**src/rtl/spi_pkg.sv**
```systemverilog
// spi_pkg: word/counter widths and FSM state encoding shared by the SPI slave blocks.
package spi_pkg;

  localparam int SPI_WORD_W = 32;
  localparam int SPI_CNT_W  = 5;

  typedef enum logic [1:0] {
    IDLE  = 2'd0,
    SHIFT = 2'd1,
    DONE  = 2'd2
  } spi_state_e;

endpackage

```
**src/rtl/spi_sync.sv**
```systemverilog
// spi_sync: 2-flop synchronizer plus a history flop for single-cycle rise/fall detection.
// Adds 2 CLK of latency; the edge pulses line up with the synchronized level q.
module spi_sync #(
  parameter logic RST_VAL = 1'b0
) (
  input  logic clk,
  input  logic rst,
  input  logic d,
  output logic q,
  output logic rise,
  output logic fall
);

  logic meta;
  logic prev;

  always_ff @(posedge clk) begin
    if (rst) begin
      meta <= RST_VAL;
      q    <= RST_VAL;
      prev <= RST_VAL;
    end else begin
      meta <= d;
      q    <= meta;
      prev <= q;
    end
  end

  assign rise = q & ~prev;
  assign fall = ~q & prev;

endmodule

```
**src/rtl/spi_slave_if.sv**
```systemverilog
// spi_slave_if: SPI mode-0 slave, 32-bit MSB-first words, back-to-back words while cs stays low.
// Macro SPI_SLAVE_LOOPBACK_EN: the tx shift register loads the current rx_data instead of tx_data.
module spi_slave_if
  import spi_pkg::*;
(
  input  logic                  CLK,
  input  logic                  rst_n,
  input  logic                  spi_cs,
  input  logic                  spi_sck,
  input  logic                  spi_mosi,
  output logic                  spi_miso,
  output logic [SPI_WORD_W-1:0] rx_data,
  output logic                  rx_valid,
  input  logic [SPI_WORD_W-1:0] tx_data,
  output logic                  tx_load,
  output logic                  frame_err
);

  logic cs_q, cs_rise, cs_fall;
  logic sck_q, sck_rise, sck_fall;
  logic mosi_q, mosi_rise_unused, mosi_fall_unused;

  spi_sync #(.RST_VAL(1'b1)) u_sync_cs (
    .clk(CLK), .rst(rst_n), .d(spi_cs), .q(cs_q), .rise(cs_rise), .fall(cs_fall)
  );
  spi_sync #(.RST_VAL(1'b0)) u_sync_sck (
    .clk(CLK), .rst(rst_n), .d(spi_sck), .q(sck_q), .rise(sck_rise), .fall(sck_fall)
  );
  spi_sync #(.RST_VAL(1'b0)) u_sync_mosi (
    .clk(CLK), .rst(rst_n), .d(spi_mosi), .q(mosi_q),
    .rise(mosi_rise_unused), .fall(mosi_fall_unused)
  );

  spi_state_e            state, state_nxt;
  logic [SPI_CNT_W-1:0]  bit_cnt;
  logic [SPI_WORD_W-1:0] rx_shift;
  logic [SPI_WORD_W-1:0] tx_shift;
  logic [SPI_WORD_W-1:0] capture_val;
  logic [1:0]            settle;
  logic                  armed;
  logic                  capture, shift_in, shift_out, word_done, err;

`ifdef SPI_SLAVE_LOOPBACK_EN
  logic unused_tx;
  assign unused_tx   = ^tx_data;
  assign capture_val = rx_data;
`else
  assign capture_val = tx_data;
`endif

  always_ff @(posedge CLK) begin
    if (rst_n) state <= IDLE;
    else       state <= state_nxt;
  end

  always_comb begin
    state_nxt = state;
    capture   = 1'b0;
    shift_in  = 1'b0;
    shift_out = 1'b0;
    word_done = 1'b0;
    err       = 1'b0;
    case (state)
      IDLE: begin
        if (cs_fall && armed) begin
          state_nxt = SHIFT;
          capture   = 1'b1;
        end
      end
      SHIFT: begin
        shift_in  = sck_rise;
        // With the counter at 0 the pending fall is the previous word's last one
        shift_out = sck_fall && (bit_cnt != '0);
        if (sck_rise && (&bit_cnt)) begin
          state_nxt = DONE;
        end else if (cs_rise) begin
          state_nxt = IDLE;
          err       = (bit_cnt != '0);
        end
      end
      DONE: begin
        word_done = 1'b1;
        if (cs_q) begin
          state_nxt = IDLE;
        end else begin
          state_nxt = SHIFT;
          capture   = 1'b1;
        end
      end
      default: state_nxt = IDLE;
    endcase
  end

  always_ff @(posedge CLK) begin
    if (rst_n) begin
      bit_cnt   <= '0;
      rx_shift  <= '0;
      tx_shift  <= '0;
      rx_data   <= '0;
      rx_valid  <= 1'b0;
      tx_load   <= 1'b0;
      frame_err <= 1'b0;
      settle    <= '0;
      armed     <= 1'b0;
    end else begin
      rx_valid  <= word_done;
      tx_load   <= capture;
      frame_err <= err;
      // Synchronizer chains hold reset values for two cycles; only trust cs after that
      if (settle != 2'b11) settle <= settle + 2'b01;
      armed <= armed | ((settle == 2'b11) & cs_q);
      if (capture) begin
        tx_shift <= capture_val;
        bit_cnt  <= '0;
      end else if (shift_out) begin
        tx_shift <= {tx_shift[SPI_WORD_W-2:0], 1'b0};
      end
      if (shift_in) begin
        rx_shift <= {rx_shift[SPI_WORD_W-2:0], mosi_q};
        bit_cnt  <= bit_cnt + SPI_CNT_W'(1);
      end
      if (word_done) rx_data <= rx_shift;
    end
  end

  assign spi_miso = (state != IDLE) & tx_shift[SPI_WORD_W-1];

endmodule

```
**config.mk**
```make
export PLATFORM = sky130hd
export DESIGN_NAME = spi_slave_if
export DESIGN_NICKNAME = d
export VERILOG_FILES = /design/src/rtl/spi_pkg.sv /design/src/rtl/spi_sync.sv /design/src/rtl/spi_slave_if.sv
export SDC_FILE = /design/constraint.sdc
export NUM_CORES = 1
export LEC_CHECK = 0
export ABC_AREA = 1
export BUFFER_PORTS_ARGS = -buffer_cell sky130_fd_sc_hd__buf_2
export CAP_MARGIN = 25
export CORE_UTILIZATION = 56
export DETAILED_ROUTE_END_ITERATION = 10
export PLACE_DENSITY = 0.79
export RECOVER_POWER = 50
export SYNTH_ARGS = -nofsm -noshare
export SYNTH_HDL_FRONTEND = slang
export SYNTH_HIERARCHICAL = 1
export SYNTH_SLANG_ARGS = --single-unit
```
**constraint.sdc**
```tcl
create_clock -name CLK -period 1.82 [get_ports CLK]
set_input_delay 0.182 -clock CLK [delete_from_list [all_inputs] [get_ports CLK]]
set_output_delay 0.182 -clock CLK [all_outputs]
set_load 0.01 [all_outputs]
```
After elaboration in Yosys (flattened, before gate mapping)
Index checks and enable logic that the tools add are counted.
Cells by class
  $add $sub $neg: 2
  reduce and logical (&&, ||, !) cells: 11
  bitwise logic cells: 13
  multiplexer cells: 15
  equal/unequal tests: 6
Operators by type and width (number)
  2-to-1 mux 32 bit: 2
  2-to-1 mux 5 bit: 2
  AND 1 bit: 6
  2-to-1 mux 1 bit: 6
  2-to-1 mux 2 bit: 3
  inverter 1 bit: 6
  one-hot mux 2 bit (3 select lines): 1
  nonzero test 2 bit: 3
  adder 5 x 1 -> 5 bit, second input constant: 1
  AND reduction 5 bit: 1
  nonzero test 5 bit: 1
  == test 2 bit, second input constant: 2
  inequality test 2 bit, second input constant: 2
  OR reduction 4 bit: 1
  logical AND 1 bit: 3
  inequality test 3 bit, second input constant: 1
  adder 2 x 1 -> 2 bit, second input constant: 1
  == test 2 x 1 -> 1 bit, second input constant: 1
  zero test 2 bit: 1
  one-hot mux 1 bit (2 select lines): 1
  AND reduction 2 bit: 1
  bitwise OR 1 bit: 1
Word-level totals
  input bits: 37
  output and inout bits: 36
  register bits: 117

Longest topological paths before layout
  depth after elaboration: 7
  mapped depth: 11
  mapped depth without buffers: 10

Cells and area by module
The synthesis kept the hierarchy.
Modules (own cells, without submodules)
  spi_slave_if: times used 1, area each 4606.9 um2, cells an instance 666, sequential area each 2182.1 um2
  spi_sync at u_sync_mosi ...: times used 2, area each 93.8 um2, cells an instance 12, sequential area each 60.1 um2
  spi_sync at u_sync_cs: times used 1, area each 97.6 um2, cells an instance 13, sequential area each 60.1 um2

Worst setup path after synthesis
No wires, ideal clock.
  path kind: reg2reg
  start point: reg bit_cnt[0]
  end point: reg tx_shift[10]
  data arrival time: 1.206 ns
  setup time: 0.112 ns
  slack: 0.502 ns
  required time: 1.708 ns
  stages on the path, launching flop included: 12
  cell sequence: dfxtp_1 > inv_1 > ha_1 > inv_1 > nor2_1 > nand2_1 > nand2_1 > nand2_1 > inv_2 > buf_2 > nor2_1 > nor2_1
On the way
  longest elaborated chain between the ends: 4
Ends and longest elaborated chain
  start, declared: line spi_slave_if.sv:35  | logic [SPI_CNT_W-1:0] bit_cnt;
  start signal, assigned: line spi_slave_if.sv:120  | bit_cnt <= bit_cnt + SPI_CNT_W'(1);
  nonzero test 5 bit: line spi_slave_if.sv:73  | shift_out = sck_fall && (bit_cnt != '0);
  logical AND 1 bit: line spi_slave_if.sv:73
  2-to-1 mux 1 bit: line spi_slave_if.sv:63  | case (state)
  nonzero test 2 bit (no source line)
  end signal, assigned: line spi_slave_if.sv:113  | tx_shift <= capture_val;
  end signal, assigned: line spi_slave_if.sv:116  | tx_shift <= {tx_shift[SPI_WORD_W-2:0], 1'b0};
  end, declared: line spi_slave_if.sv:37  | logic [SPI_WORD_W-1:0] tx_shift;
No other way between the ends.
A chain may end at the register's enable or synchronous reset.

Worst setup path after layout
  start point: reg bit_cnt[0]
  end point: reg tx_shift[28]
The elaborated chain is that of the path after synthesis.

==> results <==
- Timing would allow up to 624 MHz.
- The min-delay analysis places its worst path in the category in2reg.
- Setup violations remaining at the end of the flow were counted as 0.
- Headroom to the max-slew limit came out at 62.7%.
- In the layout the commonest cells are 132 x sky130_fd_sc_hd__nor2_1, 131 x sky130_fd_sc_hd__nand2_1, 117 x sky130_fd_sc_hd__dfxtp_1.
- The cell area after synthesis is 4850 µm².
- After detailed routing, the number of remaining DRC violations is 0.
- The number of antenna violations at the first check in global routing is 0.
- The analysis attributes to net switching a power of 1380 µW.
- The worst setup path is launched from a flop.
- The portion of total power attributed to the clock network is 53.1%.
- The clock passes through at most 2 buffers.
- The vias per cell is 5.27.
- For this run, the detailed router's first-pass iteration total came to 5.
- The analysis attributes to cell leakage a power of 0.00266 µW.
- The run finished with clean final reports.
- The worst setup path is captured at a flop.
- Along the worst path, the maximum fanout reaches 31.
- The global routing usage summed across all routing layers is 26.0%.
- The post-cts resize count is 0.
- The number of clock buffers inserted by TritonCTS is 17.
- Hold repair after CTS inserted 6 buffers.
- The total detailed-routing wirelength is 11.2 mm.
- The clock tree from TritonCTS is yes.
- In this run the vertical extent of the chip is 95.1 µm.
- Walking the worst path, the cells encountered are inv_1, ha_1, inv_1, nor2_1, nand2_1, nand2_1, nand2_1, inv_2, nor2_1, nor2_1.
- The tree is rooted in a sky130_fd_sc_hd__clkbuf_8.
- The internal cell power is 4740 µW.
- The clock-pin slew on the worst setup and hold paths is 0.06 ns.
- The worst setup skew after layout is 0.00895 ns.
- In this run the horizontal extent of the chip is 95.1 µm.
- The count of placed standard cells including taps is 843.
- The via count is 4639.
- The finished layout holds 881 standard cells, fillers aside.
- The post-layout minimum cycle time is 1.60 ns.
- The average instance in the mapped netlist occupies 6.96 µm².
- The post-route total power is 6110 µW.
- Setup total negative slack on the finished layout was measured at 0 ns.
- In the finished design, the share of the clock period the worst path needs comes to 88.0%.
- The final net count is 804.
- The congestion estimate from routability-driven global placement came to 0.768.
- The number of instances in the synthesized netlist is 697.
- The area overhead of the layout relative to synthesis is 20.9%.
- The library cell used most frequently in the layout, excluding fill and tap cells, is sky130_fd_sc_hd__nor2_1.
- The count of standard-cell rows is 33.
- The largest stage delay on the critical path is 0.42 ns.
- The wire length of the first global-routing pass is 18.2 mm.
- The total number of yosys warnings is 6.
- The worst setup path is of the reg2reg kind.
- Setup slack on the critical path of the routed design comes to 0.218 ns.
- The number of inserted filler cells in the final layout is 690.
- STA puts the critical path data required time at 2.26 ns.
- The number of buffers added on ports is 72.
- The net switching share of the total power is 22.5%.
- In the final routed layout, each cell accounts on average for 12.7 µm.
- The full die area is 9040 µm².
- The post-route netlist has 11.5% of its cells at a drive strength greater than 1.
- The post-CTS setup-driven buffer insertion count is 0.
- Cells fill 70.7% of the core in the end.
- The critical path's slowest cell is sky130_fd_sc_hd__inv_2.
- The synthesized net count is 738.
- In this run, flip-flops and latches consume 42.9% of the power.
- The starting DRC count in detailed routing is 304.
- Setup repair after global routing left no endpoint under its margin.
- The initial utilization of the core area, before any placement, comes to 58.5%.
- The count of final hold-check violations is 0.
- Entering global routing, the biggest net connects 39 pins.
- The worst-case setup slack after placement is 0.264 ns.
- Pin placement for this block handled 73 I/O pins.
- The maximum vdd drop is 671 µV.
- CTS saw 117 sinks.
- The via count of the first global-routing pass was 4132.
- The clock reaches the later pin of the worst-skew pair after 0.52 ns.
- The number of max-cap violations is 0.
- In this run the power density over the cells is 1040 nW/µm².
- The count of pins over their slew limit is 0.
- In this run the remaining antenna-violating nets after routing total 0.
- The core area is 8300 µm².
- For the worst setup path, the data arrival time is 2.04 ns.
- Summed over all layers, the global routing overflow is 0.
- The number of antenna diodes is 0.
- The count of H-tree levels built during CTS is 4.
- The actual transition at the worst max-transition pin is 0.559 ns.
- Combinational logic is responsible for 4.0% of the overall power.
- Once detailed placement completed, the half-perimeter wirelength came to 6.67 mm.
==> metrics by stage <==
| step | hold WS (ns) | instance area (µm²) |
|---|---|---|
| 2_1_floorplan | 0.253 | 4850 |
| 5_1_grt | 0.0218 | 5870 |
| 3_3_place_gp | 0.363 | 5270 |
| 3_5_place_dp | 0.380 | 5270 |
| 4_1_cts | 0.000239 | 5920 |
| 6_report | 0.0128 | 5870 |
==> worst max-delay path: cells and delay by family (launching register included) <==
family	cells	cell delay, ns
simple gates	6	0.51
fa+ha+maj	1	0.14
flops	1	0.34
buf+inv	3	0.53
==> path summary, 6_finish.rpt <==
check / start / to / slack [ns] / cells after the start
worst min register to register: u_sync_sck/meta / u_sync_sck/q / 0.41 / 2
worst min-delay path: tx_data[23] / tx_shift[23] / 0.01 / 5
worst max-delay path: bit_cnt[0] / tx_shift[28] / 0.22 / 10
worst max register to register: bit_cnt[0] / tx_shift[28] / 0.22 / 10
==> power by group through the flow <==
| stage | sequential [µW] | clock, µW | combinational [µW] |
|---|---|---|---|
| 2_1_floorplan | 2670 | 0 | 154 |
| 3_3_place_gp | 2670 | 0 | 224 |
| 3_5_place_dp | 2680 | 0 | 233 |
| 4_1_cts | 2620 | 3280 | 248 |
| 5_1_grt | 2620 | 3390 | 279 |
| 6_report | 2620 | 3240 | 247 |
==> layout make-up <==
cell class / instances / area, µm² / share of cell area, %
clock buffers: 19 / 442 / 7.53
clock inverters: 13 / 148 / 2.52
well taps: 105 / 131 / 2.24
inverters: 67 / 251 / 4.28
repair buffers: 94 / 513 / 8.74
flip-flops and latches: 117 / 2340 / 39.9
multi-input cells: 466 / 2040 / 34.8
==> sequential cells by signal, summed over array words and instances (netlist names), 2 cells and up <==
register,count
tx_shift,32
settle,2
state,2
bit_cnt,5
rx_data,32
rx_shift,32
==> per-layer routing <==
layer / up-vias / part of all wire, % / track usage [%]
met1: 2162 / 44 / 32.4
li1: 2330 / - / -
met3: 15 / 5.1 / 6.30
met4: 0 / 1.4 / 10.2
met2: 132 / 49 / 43.1
met5: - / 0 / 0
Note: power is estimated with default switching activity, not from simulation.
